[config.mk]
export PLATFORM = sky130hd
export DESIGN_NAME = mem_access_unit
export DESIGN_NICKNAME = d
export VERILOG_FILES = /design/src/rtl/mem_access_unit.sv
export SDC_FILE = /design/constraint.sdc
export NUM_CORES = 1
export LEC_CHECK = 0
export BUFFER_PORTS_ARGS = -buffer_cell sky130_fd_sc_hd__buf_2
export CORE_ASPECT_RATIO = 0.75
export CORE_MARGIN = 3
export CORE_UTILIZATION = 57
export CTS_BUF_LIST = sky130_fd_sc_hd__clkbuf_8
export CTS_CLUSTER_SIZE = 28
export DETAILED_ROUTE_END_ITERATION = 7
export GPL_ROUTABILITY_DRIVEN = 1
export PLACE_DENSITY = 0.92
export SYNTH_ARGS = -nofsm -noshare
export SYNTH_HDL_FRONTEND = slang
export SYNTH_SLANG_ARGS = --single-unit
[constraint.sdc]
create_clock -name clk -period 3.4 [get_ports clk]
set_input_delay 0.34 -clock clk [delete_from_list [all_inputs] [get_ports clk]]
set_output_delay 0.34 -clock clk [all_outputs]
set_load 0.05 [all_outputs]
[src/rtl/mem_access_unit.sv]
// -----------------------------------------------------------------------------
// mem_access_unit
//
// Memory-stage load/store unit. It takes the access latched in EX/MEM, runs it
// as one request/ack transaction on the data bus, and hands the formatted load
// result to MEM/WB. While the access is in flight, `stall` freezes the
// pipeline.
//
// Parameters:
//   TIMEOUT_CYCLES  BUSY cycles to wait for bus_ack before aborting (0 = never)
//
// Optional build macro:
//   MAU_MISALIGN_EN  rejects misaligned half/word accesses in IDLE. These
//                    accesses issue no bus cycle and pulse `misalign` with
//                    `done`.
//
// Ports:
//   clk, rst        clock, synchronous active-high reset
//   req_valid       EX/MEM holds a load or store
//   dm_addr         byte address
//   dm_din          right-aligned store data
//   dm_we           1 = store, 0 = load
//   load_sel        funct3 size: 000 b, 001 h, 010 w, 100 bu, 101 hu
//   bus_req/we      transaction request / write
//   bus_addr        word-aligned address
//   bus_wdata       lane-replicated store data
//   bus_wstrb       byte strobes (0 for loads)
//   bus_ack         one-cycle completion pulse from the slave
//   bus_rdata       read word, valid with bus_ack
//   dm_dout         formatted load result
//   done            one-cycle completion pulse
//   bus_err         one-cycle timeout pulse, coincident with done
//   misalign        misalignment pulse (MAU_MISALIGN_EN builds only)
//   stall           freeze all segment registers
// -----------------------------------------------------------------------------
module mem_access_unit #(
  parameter int unsigned TIMEOUT_CYCLES = 255
) (
  input  logic        clk,
  input  logic        rst,
  input  logic        req_valid,
  input  logic [31:0] dm_addr,
  input  logic [31:0] dm_din,
  input  logic        dm_we,
  input  logic [2:0]  load_sel,
  output logic        bus_req,
  output logic        bus_we,
  output logic [31:0] bus_addr,
  output logic [31:0] bus_wdata,
  output logic [3:0]  bus_wstrb,
  input  logic        bus_ack,
  input  logic [31:0] bus_rdata,
  output logic [31:0] dm_dout,
  output logic        done,
  output logic        bus_err,
`ifdef MAU_MISALIGN_EN
  output logic        misalign,
`endif
  output logic        stall
);

  typedef enum logic [1:0] {
    ST_IDLE = 2'd0,
    ST_BUSY = 2'd1,
    ST_DONE = 2'd2
  } state_t;

  state_t      state_reg, state_next;

  logic        bus_req_reg,   bus_req_next;
  logic        bus_we_reg,    bus_we_next;
  logic [31:0] bus_addr_reg,  bus_addr_next;
  logic [31:0] bus_wdata_reg, bus_wdata_next;
  logic [3:0]  bus_wstrb_reg, bus_wstrb_next;
  logic [31:0] dm_dout_reg,   dm_dout_next;
  logic        bus_err_reg,   bus_err_next;
  // Size and byte offset of the access in flight. These are kept locally so
  // that load formatting does not depend on EX/MEM staying frozen.
  logic [2:0]  sel_reg,       sel_next;
  logic [1:0]  off_reg,       off_next;
  logic [31:0] tmo_cnt_reg,   tmo_cnt_next;
`ifdef MAU_MISALIGN_EN
  logic        misalign_reg,  misalign_next;
`endif

  // ---------------------------------------------------------------------------
  // Store formatting from the incoming request
  // ---------------------------------------------------------------------------
  logic [31:0] st_wdata;
  logic [3:0]  st_wstrb;

  always_comb begin
    st_wdata = dm_din;
    st_wstrb = 4'b1111;
    case (load_sel[1:0])
      2'b00: begin
        st_wdata = {4{dm_din[7:0]}};
        st_wstrb = 4'b0001 << dm_addr[1:0];
      end
      2'b01: begin
        st_wdata = {2{dm_din[15:0]}};
        st_wstrb = 4'b0011 << {dm_addr[1], 1'b0};
      end
      default: begin
        st_wdata = dm_din;
        st_wstrb = 4'b1111;
      end
    endcase
  end

`ifdef MAU_MISALIGN_EN
  // Any size code other than byte or half is a word access.
  logic req_misaligned;
  always_comb begin
    req_misaligned = 1'b0;
    case (load_sel[1:0])
      2'b00:   req_misaligned = 1'b0;
      2'b01:   req_misaligned = dm_addr[0];
      default: req_misaligned = (dm_addr[1:0] != 2'b00);
    endcase
  end
`endif

  // ---------------------------------------------------------------------------
  // Load formatting of the returned word
  // ---------------------------------------------------------------------------
  logic [7:0]  rd_byte [4];
  logic [15:0] rd_half [2];

  generate
    for (genvar gi = 0; gi < 4; gi++) begin : g_rd_byte
      assign rd_byte[gi] = bus_rdata[8*gi +: 8];
    end
    for (genvar gi = 0; gi < 2; gi++) begin : g_rd_half
      assign rd_half[gi] = bus_rdata[16*gi +: 16];
    end
  endgenerate

  logic [7:0]  ld_byte;
  logic [15:0] ld_half;
  logic [31:0] ld_data;

  always_comb begin
    ld_byte = rd_byte[off_reg];
    ld_half = rd_half[off_reg[1]];
    case (sel_reg)
      3'b000:  ld_data = {{24{ld_byte[7]}}, ld_byte};
      3'b100:  ld_data = {24'd0, ld_byte};
      3'b001:  ld_data = {{16{ld_half[15]}}, ld_half};
      3'b101:  ld_data = {16'd0, ld_half};
      default: ld_data = bus_rdata;
    endcase
  end

  // The counter value is the number of ack-less BUSY cycles already seen.
  // This cycle is the last one allowed when count + 1 reaches the limit.
  logic timeout_hit;
  assign timeout_hit = (TIMEOUT_CYCLES != 0) && (tmo_cnt_reg == TIMEOUT_CYCLES - 1);

  // ---------------------------------------------------------------------------
  // Next-state and output logic
  // ---------------------------------------------------------------------------
  always_comb begin
    state_next     = state_reg;
    bus_req_next   = bus_req_reg;
    bus_we_next    = bus_we_reg;
    bus_addr_next  = bus_addr_reg;
    bus_wdata_next = bus_wdata_reg;
    bus_wstrb_next = bus_wstrb_reg;
    dm_dout_next   = dm_dout_reg;
    bus_err_next   = 1'b0;
    sel_next       = sel_reg;
    off_next       = off_reg;
    tmo_cnt_next   = tmo_cnt_reg;
`ifdef MAU_MISALIGN_EN
    misalign_next  = 1'b0;
`endif
    stall          = 1'b0;
    done           = 1'b0;

    case (state_reg)
      ST_IDLE: begin
        // Zero-cycle stall, so EX/MEM holds the request while it is accepted.
        stall = req_valid;
        if (req_valid) begin
`ifdef MAU_MISALIGN_EN
          if (req_misaligned) begin
            dm_dout_next  = 32'd0;
            misalign_next = 1'b1;
            state_next    = ST_DONE;
          end else begin
`endif
            bus_addr_next  = {dm_addr[31:2], 2'b00};
            bus_we_next    = dm_we;
            bus_wdata_next = st_wdata;
            bus_wstrb_next = dm_we ? st_wstrb : 4'b0000;
            bus_req_next   = 1'b1;
            sel_next       = load_sel;
            off_next       = dm_addr[1:0];
            tmo_cnt_next   = 32'd0;
            state_next     = ST_BUSY;
`ifdef MAU_MISALIGN_EN
          end
`endif
        end
      end

      ST_BUSY: begin
        stall = 1'b1;
        // An ack has priority over a timeout in the same cycle.
        if (bus_ack) begin
          if (!bus_we_reg) begin
            dm_dout_next = ld_data;
          end
          bus_req_next = 1'b0;
          state_next   = ST_DONE;
        end else if (timeout_hit) begin
          dm_dout_next = 32'd0;
          bus_err_next = 1'b1;
          bus_req_next = 1'b0;
          state_next   = ST_DONE;
        end else if (TIMEOUT_CYCLES != 0) begin
          tmo_cnt_next = tmo_cnt_reg + 32'd1;
        end
      end

      ST_DONE: begin
        done       = 1'b1;
        state_next = ST_IDLE;
      end

      default: begin
        state_next = ST_IDLE;
      end
    endcase
  end

  // ---------------------------------------------------------------------------
  // Registers
  // ---------------------------------------------------------------------------
  always_ff @(posedge clk) begin
    if (rst) begin
      state_reg <= ST_IDLE;
    end else begin
      state_reg <= state_next;
    end
  end

  always_ff @(posedge clk) begin
    if (rst) begin
      bus_req_reg   <= 1'b0;
      bus_we_reg    <= 1'b0;
      bus_addr_reg  <= 32'd0;
      bus_wdata_reg <= 32'd0;
      bus_wstrb_reg <= 4'd0;
      dm_dout_reg   <= 32'd0;
      bus_err_reg   <= 1'b0;
      sel_reg       <= 3'd0;
      off_reg       <= 2'd0;
      tmo_cnt_reg   <= 32'd0;
`ifdef MAU_MISALIGN_EN
      misalign_reg  <= 1'b0;
`endif
    end else begin
      bus_req_reg   <= bus_req_next;
      bus_we_reg    <= bus_we_next;
      bus_addr_reg  <= bus_addr_next;
      bus_wdata_reg <= bus_wdata_next;
      bus_wstrb_reg <= bus_wstrb_next;
      dm_dout_reg   <= dm_dout_next;
      bus_err_reg   <= bus_err_next;
      sel_reg       <= sel_next;
      off_reg       <= off_next;
      tmo_cnt_reg   <= tmo_cnt_next;
`ifdef MAU_MISALIGN_EN
      misalign_reg  <= misalign_next;
`endif
    end
  end

  assign bus_req   = bus_req_reg;
  assign bus_we    = bus_we_reg;
  assign bus_addr  = bus_addr_reg;
  assign bus_wdata = bus_wdata_reg;
  assign bus_wstrb = bus_wstrb_reg;
  assign dm_dout   = dm_dout_reg;
  assign bus_err   = bus_err_reg;
`ifdef MAU_MISALIGN_EN
  assign misalign  = misalign_reg;
`endif

endmodule

==> summary.txt <==
Worst setup path
  – CP endpoint kind: flip-flop
  – Highest net fanout along the worst path: 28
  – R2r startpoint: tmo_cnt_reg[0]
  – Setup Crit Path Kind: reg -> reg
  – FF-to-FF End: dm_dout[1]
  – Worst EP required: 3760 ps
  – Setup crit start kind: flip-flop
  – Reg2reg setup slack: 990 ps
  – Critical Path AT: 2770 ps
  – Reg2Reg Depth: 8

Floorplanning
  – Row cnt: 33
  – Num ports: 209
  – Die H: 98.51 microns
  – Die footprint: 12740 sq um
  – Initial Util: 58.99%
  – Core footprint: 11020 sq um
  – Die W: 129.3 microns

Final layout
  – Fin util: 72.01%
  – Commonest non-fill, non-tap cell in the layout: buf_2
  – Layout cells sized above 1: 29.75%
  – Number of inserted diodes: 0
  – Final #Nets: 1078
  – Commonest non-fill, non-tap cells in the layout: buf_2 (205), nand2_1 (160), dfxtp_1 (140), a21oi_1 (104), nor2_1 (45)
  – Synth-to-Final Area Change: 22.07%

Place
  – Port Buf Inserts: 206
  – GP Congestion: 0.8693
  – Detailed placement HPWL: 12990 microns

STA
  – Period minus WS final: 2414 ps
  – RSZ-0062 raised after global routing: false
  – Setup TNS: 0 ps
  – Final setup fails: 0
  – Setup Skew: 11.03 ps
  – Fin. max-slew vios: 0
  – Final-report hold violation count: 0
  – WHS: 109.3 ps
  – Worst-margin pin slew: 1079 ps
  – Fmax: 0.4142 GHz
  – Slew HR: 27.92%
  – Fin crit share: 71.00%

Logic synthesis
  – Post-Syn Instances: 792
  – Register area share after synthesis: 43.09%
  – Yosys warns: 0
  – Largest area contributor in the netlist: dfxtp_1
  – Flop and latch count out of synthesis: 140
  – Ys async rst share: 0%
  – Average size of a mapped cell: 8.212 sq um
  – Main synth FF type: dfxtp_1
  – Mapped Area: 6504 sq um
  – Top cells by area, synth: dfxtp_1 (43%), nand2_1 (9.2%), a21oi_1 (8.0%)
  – Yosys cell types: 56
  – Share of the synthesized area in the top cell type: 43.09%
  – Post-synth EDFFs: 0

GRT
  – Tot GR Track Use: 28.22%
  – Initial antenna violation count: 2
  – First-pass GRT wire length: 28970 microns
  – Largest net degree at the start of global routing: 93
  – Vias in the first global route: 5944
  – Gr ovfl total: 0

Power and ir drop
  – Power per Cell Area: 474.9 nW/um^2
  – Lkg Pwr: 3.596 nW
  – Total chip power: 3.770 mW
  – VDD IR max: 0.3658 mV

Routing
  – Routed WL: 18340 microns
  – Vias: 6448
  – DRT iter0 DRCs: 612
  – Via-to-Cell Ratio: 5.732
  – WL/cell: 16.30 microns
  – Drt drc: 0
  – Final ANT Viol Nets: 0
  – DRT Pass-1 Iters: 5

Clocking
  – Total CTS buffers: 17
  – CTS clock-pin slew for the worst setup and hold paths: 70 ps
  – # hold bufs at CTS: 0
  – Worst skew pair latency: 440 ps
  – CTS tree: yes
  – H-tree depth: 4
  – CTS Buffer Depth: 2
  – Num Clock Sinks: 140
  – CTS resizes: 0
  – Root Driver: clkbuf_8
  – Post-CTS Setup Bufs: 0

Worst hold path
  – Min-Delay Path Class: in -> reg
  – Hold_sp: rst
  – WHS Endpoint: sel_reg[1]
  – Worst Hold Path Cells: 2

Flow run
  – Maxcap violations: 0

Outcome
  – Status: complete, no violations
-- layer usage --
| metal | up-vias | wire length (microns) | global-route usage, % |
|---|---|---|---|
| li1 | 3124 | - | - |
| met1 | 2963 | 7317 | 35.33 |
| met2 | 315 | 8743 | 45.82 |
| met3 | 42 | 1864 | 9.588 |
| met4 | 4 | 387 | 9.362 |
| met5 | - | 25 | 0 |
-- cells by family after synthesis --
kind of cell | Yosys count | synth area share, %
other | 1 | 0.05766
DFF | 140 | 43.09
adders and majority gates | 2 | 0.3847
muxes | 57 | 9.523
xor gates and xnor gates | 11 | 1.481
buffers and inverters | 77 | 5.021
and+or+nand+nor | 306 | 22.80
AOI/OAI and AO/OA | 198 | 17.64
-- worst max-delay path by stage --
stage | slack (ps) | endpoint | start
final | 990 | dm_dout[1] | tmo_cnt_reg[0]
after global routing | 830 | tmo_cnt_reg[11] | tmo_cnt_reg[0]
after CTS | 1020 | dm_dout[1] | tmo_cnt_reg[0]
after detailed placement | 1060 | dm_dout[1] | tmo_cnt_reg[0]
after global placement | 1150 | dm_dout[10] | tmo_cnt_reg[0]
after floorplan | 1490 | dm_dout[23] | tmo_cnt_reg[0]
-- area by class of cell --
cell class              count  area, sq um
multi-input cells         576         3395
repair buffers            215         1101
fillers                   794         3085
flip-flops and latches    140         2803
clock buffers              21        289.0
well taps                 140        175.2
inverters                  22        82.58
clock inverters            11        93.84
-- stage by stage --
stage | cells | setup WS [ps] | area, sq um
6_report | 1125 | 986.0 | 7939
5_1_grt | 1125 | 827.7 | 7939
4_1_cts | 1125 | 1023 | 7939
3_5_place_dp | 1093 | 1063 | 7556
3_3_place_gp | 1093 | 1150 | 7556
2_1_floorplan | 793 | 1493 | 6507
-- report_power, final --
part,leakage (nW),switching (mW),internal [mW]
Sequential,1.14,0.0430,1.71
Clock,0.195,0.639,0.650
Combinational,2.26,0.522,0.204
-- cell usage after synthesis (all sizes together), types with 10 or more instances --
cell type / count
mux2i: 27
o21ai: 43
inv: 22
nor2: 45
dfxtp: 140
nor2b: 25
mux2: 29
nand3: 13
or3: 14
a21oi: 104
o211ai: 10
buf: 14
xor2: 10
clkbuf: 41
nand2: 160
-- worst max-delay path: stages (launching register included) --
cell and delay, ps:
dfxtp_1 420, inv_1 90, ha_1 190, nor4b_1 150, nand4_2 160, nor3_1 100, o21bai_4 730, buf_4 290
mux2i_1 200
Note: power is estimated with default switching activity, not from simulation.
